--- src/rtl/st7789_spi_sink_pkg.sv ---
// Shared opcodes, panel geometry and decoder state encoding for the ST7789 SPI sink.
package st7789_spi_sink_pkg;

  localparam logic [7:0] ST7789_CASET = 8'h2A;
  localparam logic [7:0] ST7789_RASET = 8'h2B;
  localparam logic [7:0] ST7789_RAMWR = 8'h2C;

  localparam int LCD_W = 240;
  localparam int LCD_H = 240;

  localparam logic [7:0] XE_RESET = 8'(LCD_W - 1);
  localparam logic [7:0] YE_RESET = 8'(LCD_H - 1);

  typedef enum logic [3:0] {
    ST_IDLE,
    ST_CASET0, ST_CASET1, ST_CASET2, ST_CASET3,
    ST_RASET0, ST_RASET1, ST_RASET2, ST_RASET3,
    ST_RAMWR_HI, ST_RAMWR_LO
  } state_t;

  // Where a command byte sends the decoder, regardless of the current state.
  function automatic state_t cmd_next_state(input logic [7:0] op);
    case (op)
      ST7789_CASET: return ST_CASET0;
      ST7789_RASET: return ST_RASET0;
      ST7789_RAMWR: return ST_RAMWR_HI;
      default:      return ST_IDLE;
    endcase
  endfunction

endpackage

--- src/rtl/st7789_spi_byte_rx.sv ---
// Synchronizes the SPI pins, detects SCL rising edges and assembles {dc, byte} frames,
// dropping a partial byte when SCL idles high for too long.
module st7789_spi_byte_rx #(
  parameter int SYNC_STAGES  = 2,
  parameter int IDLE_TIMEOUT = 64
) (
  input  logic       clk_i,
  input  logic       rst_i,
  input  logic       scl,
  input  logic       sda,
  input  logic       dc_raw,
  output logic       byte_valid,
  output logic [7:0] byte_data,
  output logic       dc
);

  localparam int IW = $clog2(IDLE_TIMEOUT + 1);

  logic [SYNC_STAGES-1:0] scl_sync, sda_sync, dc_sync;
  logic                   scl_d;
  logic [6:0]             shreg;
  logic [2:0]             bitcnt;
  logic [IW-1:0]          idle_cnt;
  logic                   scl_s, sda_s, dc_s, rise;

  assign scl_s = scl_sync[SYNC_STAGES-1];
  assign sda_s = sda_sync[SYNC_STAGES-1];
  assign dc_s  = dc_sync[SYNC_STAGES-1];
  assign rise  = scl_s & ~scl_d;

  // SCL resets to its idle-high level so releasing reset never looks like a rising edge.
  always_ff @(posedge clk_i or posedge rst_i) begin
    if (rst_i) begin
      scl_sync   <= '1;
      sda_sync   <= '0;
      dc_sync    <= '0;
      scl_d      <= 1'b1;
      shreg      <= '0;
      bitcnt     <= '0;
      idle_cnt   <= '0;
      byte_valid <= 1'b0;
      byte_data  <= '0;
      dc         <= 1'b0;
    end else begin
      scl_sync   <= {scl_sync[SYNC_STAGES-2:0], scl};
      sda_sync   <= {sda_sync[SYNC_STAGES-2:0], sda};
      dc_sync    <= {dc_sync[SYNC_STAGES-2:0], dc_raw};
      scl_d      <= scl_s;
      byte_valid <= 1'b0;
      if (rise) begin
        shreg    <= {shreg[5:0], sda_s};
        idle_cnt <= '0;
        if (bitcnt == 3'd7) begin
          byte_valid <= 1'b1;
          byte_data  <= {shreg, sda_s};
          dc         <= dc_s;
          bitcnt     <= '0;
        end else begin
          bitcnt <= bitcnt + 3'd1;
        end
      end else if (scl_s && bitcnt != 3'd0) begin
        if (idle_cnt == IW'(IDLE_TIMEOUT - 1)) begin
          bitcnt   <= '0;
          idle_cnt <= '0;
        end else begin
          idle_cnt <= idle_cnt + IW'(1);
        end
      end else begin
        idle_cnt <= '0;
      end
    end
  end

endmodule

--- src/rtl/st7789_spi_sink.sv ---
// ST7789 command decoder: tracks the CASET/RASET window and turns RAMWR data into
// framebuffer pixel writes addressed {y, x}.
module st7789_spi_sink
  import st7789_spi_sink_pkg::*;
#(
  parameter int SYNC_STAGES  = 2,
  parameter int IDLE_TIMEOUT = 64
) (
  input  logic        clk_i,
  input  logic        rst_i,
  input  logic        st7789_SDA,
  input  logic        st7789_SCL,
  input  logic        st7789_DC,
  output logic        cmd_valid_o,
  output logic [7:0]  cmd_o,
  output logic        pix_we_o,
  output logic [15:0] pix_addr_o,
  output logic [15:0] pix_data_o,
  output logic        frame_done_o
);

  logic       byte_valid, rx_dc;
  logic [7:0] rx_byte;

  st7789_spi_byte_rx #(
    .SYNC_STAGES (SYNC_STAGES),
    .IDLE_TIMEOUT(IDLE_TIMEOUT)
  ) u_byte_rx (
    .clk_i     (clk_i),
    .rst_i     (rst_i),
    .scl       (st7789_SCL),
    .sda       (st7789_SDA),
    .dc_raw    (st7789_DC),
    .byte_valid(byte_valid),
    .byte_data (rx_byte),
    .dc        (rx_dc)
  );

  state_t      state, state_n;
  logic [7:0]  xs, xe, ys, ye, x, y, hi;
  logic [7:0]  xs_n, xe_n, ys_n, ye_n, x_n, y_n, hi_n;
  logic        cmd_valid_n, pix_we_n, frame_done_n;
  logic [7:0]  cmd_n;
  logic [15:0] pix_addr_n, pix_data_n;

  always_comb begin
    state_n      = state;
    xs_n         = xs;
    xe_n         = xe;
    ys_n         = ys;
    ye_n         = ye;
    x_n          = x;
    y_n          = y;
    hi_n         = hi;
    cmd_valid_n  = 1'b0;
    cmd_n        = cmd_o;
    pix_we_n     = 1'b0;
    pix_addr_n   = pix_addr_o;
    pix_data_n   = pix_data_o;
    frame_done_n = 1'b0;
    if (byte_valid) begin
      if (!rx_dc) begin
        cmd_valid_n = 1'b1;
        cmd_n       = rx_byte;
        state_n     = cmd_next_state(rx_byte);
        if (rx_byte == ST7789_RAMWR) begin
          x_n = xs;
          y_n = ys;
        end
      end else begin
        // High parameter bytes (p0, p2) only advance the state; coordinates are 8-bit.
        case (state)
          ST_CASET0:   state_n = ST_CASET1;
          ST_CASET1:   begin xs_n = rx_byte; state_n = ST_CASET2; end
          ST_CASET2:   state_n = ST_CASET3;
          ST_CASET3:   begin xe_n = rx_byte; state_n = ST_IDLE; end
          ST_RASET0:   state_n = ST_RASET1;
          ST_RASET1:   begin ys_n = rx_byte; state_n = ST_RASET2; end
          ST_RASET2:   state_n = ST_RASET3;
          ST_RASET3:   begin ye_n = rx_byte; state_n = ST_IDLE; end
          ST_RAMWR_HI: begin hi_n = rx_byte; state_n = ST_RAMWR_LO; end
          ST_RAMWR_LO: begin
            pix_we_n   = 1'b1;
            pix_addr_n = {y, x};
            pix_data_n = {hi, rx_byte};
            state_n    = ST_RAMWR_HI;
            if (x == xe) begin
              x_n = xs;
              if (y == ye) begin
                y_n          = ys;
                frame_done_n = 1'b1;
              end else begin
                y_n = y + 8'd1;
              end
            end else begin
              x_n = x + 8'd1;
            end
          end
          default: ;
        endcase
      end
    end
  end

  always_ff @(posedge clk_i or posedge rst_i) begin
    if (rst_i) begin
      state        <= ST_IDLE;
      xs           <= 8'd0;
      xe           <= XE_RESET;
      ys           <= 8'd0;
      ye           <= YE_RESET;
      x            <= 8'd0;
      y            <= 8'd0;
      hi           <= 8'd0;
      cmd_valid_o  <= 1'b0;
      cmd_o        <= 8'd0;
      pix_we_o     <= 1'b0;
      pix_addr_o   <= 16'd0;
      pix_data_o   <= 16'd0;
      frame_done_o <= 1'b0;
    end else begin
      state        <= state_n;
      xs           <= xs_n;
      xe           <= xe_n;
      ys           <= ys_n;
      ye           <= ye_n;
      x            <= x_n;
      y            <= y_n;
      hi           <= hi_n;
      cmd_valid_o  <= cmd_valid_n;
      cmd_o        <= cmd_n;
      pix_we_o     <= pix_we_n;
      pix_addr_o   <= pix_addr_n;
      pix_data_o   <= pix_data_n;
      frame_done_o <= frame_done_n;
    end
  end

endmodule

--- config.mk ---
export PLATFORM = sky130hd
export DESIGN_NAME = st7789_spi_sink
export DESIGN_NICKNAME = d
export VERILOG_FILES = /design/src/rtl/st7789_spi_sink_pkg.sv /design/src/rtl/st7789_spi_byte_rx.sv /design/src/rtl/st7789_spi_sink.sv
export SDC_FILE = /design/constraint.sdc
export NUM_CORES = 1
export LEC_CHECK = 0
export BUFFER_PORTS_ARGS = -buffer_cell sky130_fd_sc_hd__clkbuf_2
export CELL_PAD_IN_SITES_DETAIL_PLACEMENT = 1
export CELL_PAD_IN_SITES_GLOBAL_PLACEMENT = 2
export CORE_ASPECT_RATIO = 1.5
export CORE_UTILIZATION = 30
export CTS_CLUSTER_DIAMETER = 100
export DETAILED_ROUTE_END_ITERATION = 7
export PLACE_DENSITY_LB_ADDON = 0.1
export SETUP_SLACK_MARGIN = 0.5
export SKIP_CTS_REPAIR_TIMING = 1
export SLEW_MARGIN = 20
export SYNTH_ARGS = -nofsm -noshare
export SYNTH_HDL_FRONTEND = slang
export SYNTH_HIERARCHICAL = 1
export SYNTH_SLANG_ARGS = --single-unit
--- constraint.sdc ---
create_clock -name clk_i -period 3.95 [get_ports clk_i]
set_clock_uncertainty 0.15 [all_clocks]
set_input_delay 0.1975 -clock clk_i [delete_from_list [all_inputs] [get_ports clk_i]]
set_output_delay 0.1975 -clock clk_i [all_outputs]
set_load 0.005 [all_outputs]
==> run metrics <==
post-route DRC violation count 0; CP Class reg -> reg; Clock transition at path regs 0.06 ns; Met3 Routed Length 420 um; largest net degree at the start of global routing 49; # diodes 0; first-pass GRT wire length 24.6 mm; synth top area cells dfrtp_1 49%, mux2_2 17%, dfstp_2 7.3%; DRT Wirelength 14.9 mm; fill cell count 2,158; max-cap viol count 0; CTS Buffer Depth 2; Initial DRT Pass Iterations 4; max-slew violations 0; via count 3,844; post-DR wirelength/cell 18.8 um; Final Hold Fails 0; vias in the first global route 4,315; TNS Setup 0 ns; P_leak 0.00351 uW; largest area contributor in the netlist dfrtp_1; post-synthesis register bit count 137; asr flop ratio synth 100%; commonest non-fill, non-tap cell in the layout dfrtp_1; unrepaired setup endpoints after global routing no; CTS H-tree lvls 4; CTS root buf clkbuf_16; Max Freq 397 MHz; Crit path required time 4.10 ns; met2 wire len 8.21 mm; I/O Pins 48; Worst Tran Pin Value 0.942 ns; I/O Buffers 47; ANT nets after route 0; nature of the critical path endpoint flop; sequential element share of the synthesized area 56.3%; Die Wd 119 um; routability cong. 0.697; Final setup viols 0; Layout area overhead 17.8%; initial antenna violation count 0; Global Route Usage Sum 15.6%; average cell area after synthesis 13.0 um2; CTS Buf Count 17; clock latency at the later pin of the worst-skew pair 0.42 ns; Synth cell types 57; share of cells above drive strength 1 40.1%; crit-path max FO 24; core area 19,900 um2; post-synthesis cell count 472; vias per inst 4.83; placed cell areas 6580 um2; WP data arrival 2.67 ns; YS warnings 6; pwr dens 501 nW/um2; syn nets 483; HP Class reg -> reg; Design Area, Final 7220 um2; Non-Filler Instances 796; Worst Setup Start Kind flop; fin crit share 63.8%; die height 177 um; met1 wire length 6.06 mm; Total Die Area 21,000 um2; # nets final 534; CTS tree done; Detailed Place HPWL 10.2 mm; # rows 63; VDD IR-drop max 289 uV; placed insts 760; First DRT Iteration DRCs 142; Cell Area, Synth 6130 um2; max layer used met4; commonest cells after routing, fill and taps aside 120 x dfrtp_1, 95 x mux2_2, 47 x clkbuf_2; Post-synth EDFFs 0; Final min period 2.52 ns; Initial Util 30.8%; main flop type after synthesis dfrtp_1; CTS sink cnt 137; outcome completed; grt ovf 0; area fraction of the dominant cell type after synthesis 49.0%; worst relative slew slack 37.0%
==> cells by family (layout without fill, tap and decap cells) <==
family,count (synthesis),after routing,share of synthesized area (%)
muxes,103,103,18.8
and+or+nand+nor,118,118,10.7
buffers and inverters,36,100,3.17
DFF,137,137,56.3
AOI/OAI and AO/OA,52,52,6.90
xor gates and xnor gates,20,20,2.86
adders and majority gates,6,6,1.23
==> cells in the mapped netlist, types with 3 or more instances <==
| master | n |
|---|---|
| nand4_1 | 7 |
| a211oi_2 | 3 |
| a211o_1 | 3 |
| and3_1 | 3 |
| clkbuf_1 | 8 |
| nand3_1 | 15 |
| nor2b_1 | 7 |
| dfrtp_1 | 120 |
| nor3_1 | 5 |
| buf_6 | 6 |
| dfstp_2 | 17 |
| o22a_1 | 6 |
| nor2_1 | 12 |
| a2bb2oi_1 | 3 |
| nand2b_1 | 3 |
| ha_1 | 6 |
| xor2_1 | 19 |
| nor3b_1 | 3 |
| a21oi_1 | 10 |
| buf_2 | 8 |
| nor2_2 | 4 |
| inv_1 | 12 |
| mux2_2 | 95 |
| mux2i_1 | 6 |
| nand2_1 | 39 |
| o21ai_0 | 9 |
==> state kept, by name, indices dropped and copies added, names as in the netlist, 2 cells and up <==
name and cells:
pix_addr_o 16, pix_data_o 16, cmd_o 8, hi 8, u_byte_rx/byte_data 8, x 8, xe 8, xs 8
y 8, ye 8, ys 8, u_byte_rx/idle_cnt 7, u_byte_rx/shreg 7, state 4, u_byte_rx/bitcnt 3, u_byte_rx/dc_sync 2
u_byte_rx/scl_sync 2, u_byte_rx/sda_sync 2
==> metrics by stage <==
step	worst slack (ns)	hold WS, ns	util, %	total power (uW)
after CTS	1.37	-0.318	36.1	3690
after global routing	1.26	0.213	36.4	3780
after global placement	1.42	0.141	33.1	2000
final	1.43	0.200	36.4	3620
after detailed placement	1.41	0.138	33.1	2020
after floorplan	0.922	0.0520	-	1850
==> critical path, cell delays in order (launching register included) <==
cell and delay (ns):
dfstp_2 0.53, xor2_1 0.21, nor2_1 0.12, a41oi_4 0.78, mux2_2 0.42, o22a_1 0.20
==> worst paths after layout <==
kind / slack [ns] / depth (start not counted) / to / from
max: 1.43 / 5 / x[6] / xe[1]
max in group asynchronous: 2.45 / 4 / xe[3] / rst_i
min: 0.20 / 0 / u_byte_rx/dc_sync[1] / u_byte_rx/dc_sync[0]
min in group asynchronous: 0.27 / 3 / pix_data_o[13] / rst_i
min reg2reg: 0.20 / 0 / u_byte_rx/dc_sync[1] / u_byte_rx/dc_sync[0]
max reg2reg: 1.43 / 5 / x[6] / xe[1]
==> final cells by class <==
type / count / area (um2) / share of cell area [%]
Sequential cell: 137 / 3450 / 47.8
Multi-Input combinational cell: 299 / 2480 / 34.4
Inverter: 13 / 51.3 / 0.710
Timing Repair Buffer: 55 / 305 / 4.23
Clock buffer: 22 / 464 / 6.43
Clock inverter: 10 / 141 / 1.96
Tap cell: 260 / 325 / 4.51
==> metal layers <==
metal / global-route usage, % / vias up
met1: 17.6 / 1994
met2: 28.3 / 47
met4: 6.22 / 0
met3: 3.51 / 19
met5: 0 / -
li1: - / 1784
==> report_power, final <==
group | leakage (uW) | switching, uW | internal [uW]
combinational | 0.00139 | 150 | 134
sequential | 0.00182 | 193 | 1500
clock | 0.000291 | 611 | 1030
Power figures use the tool's default switching activity.
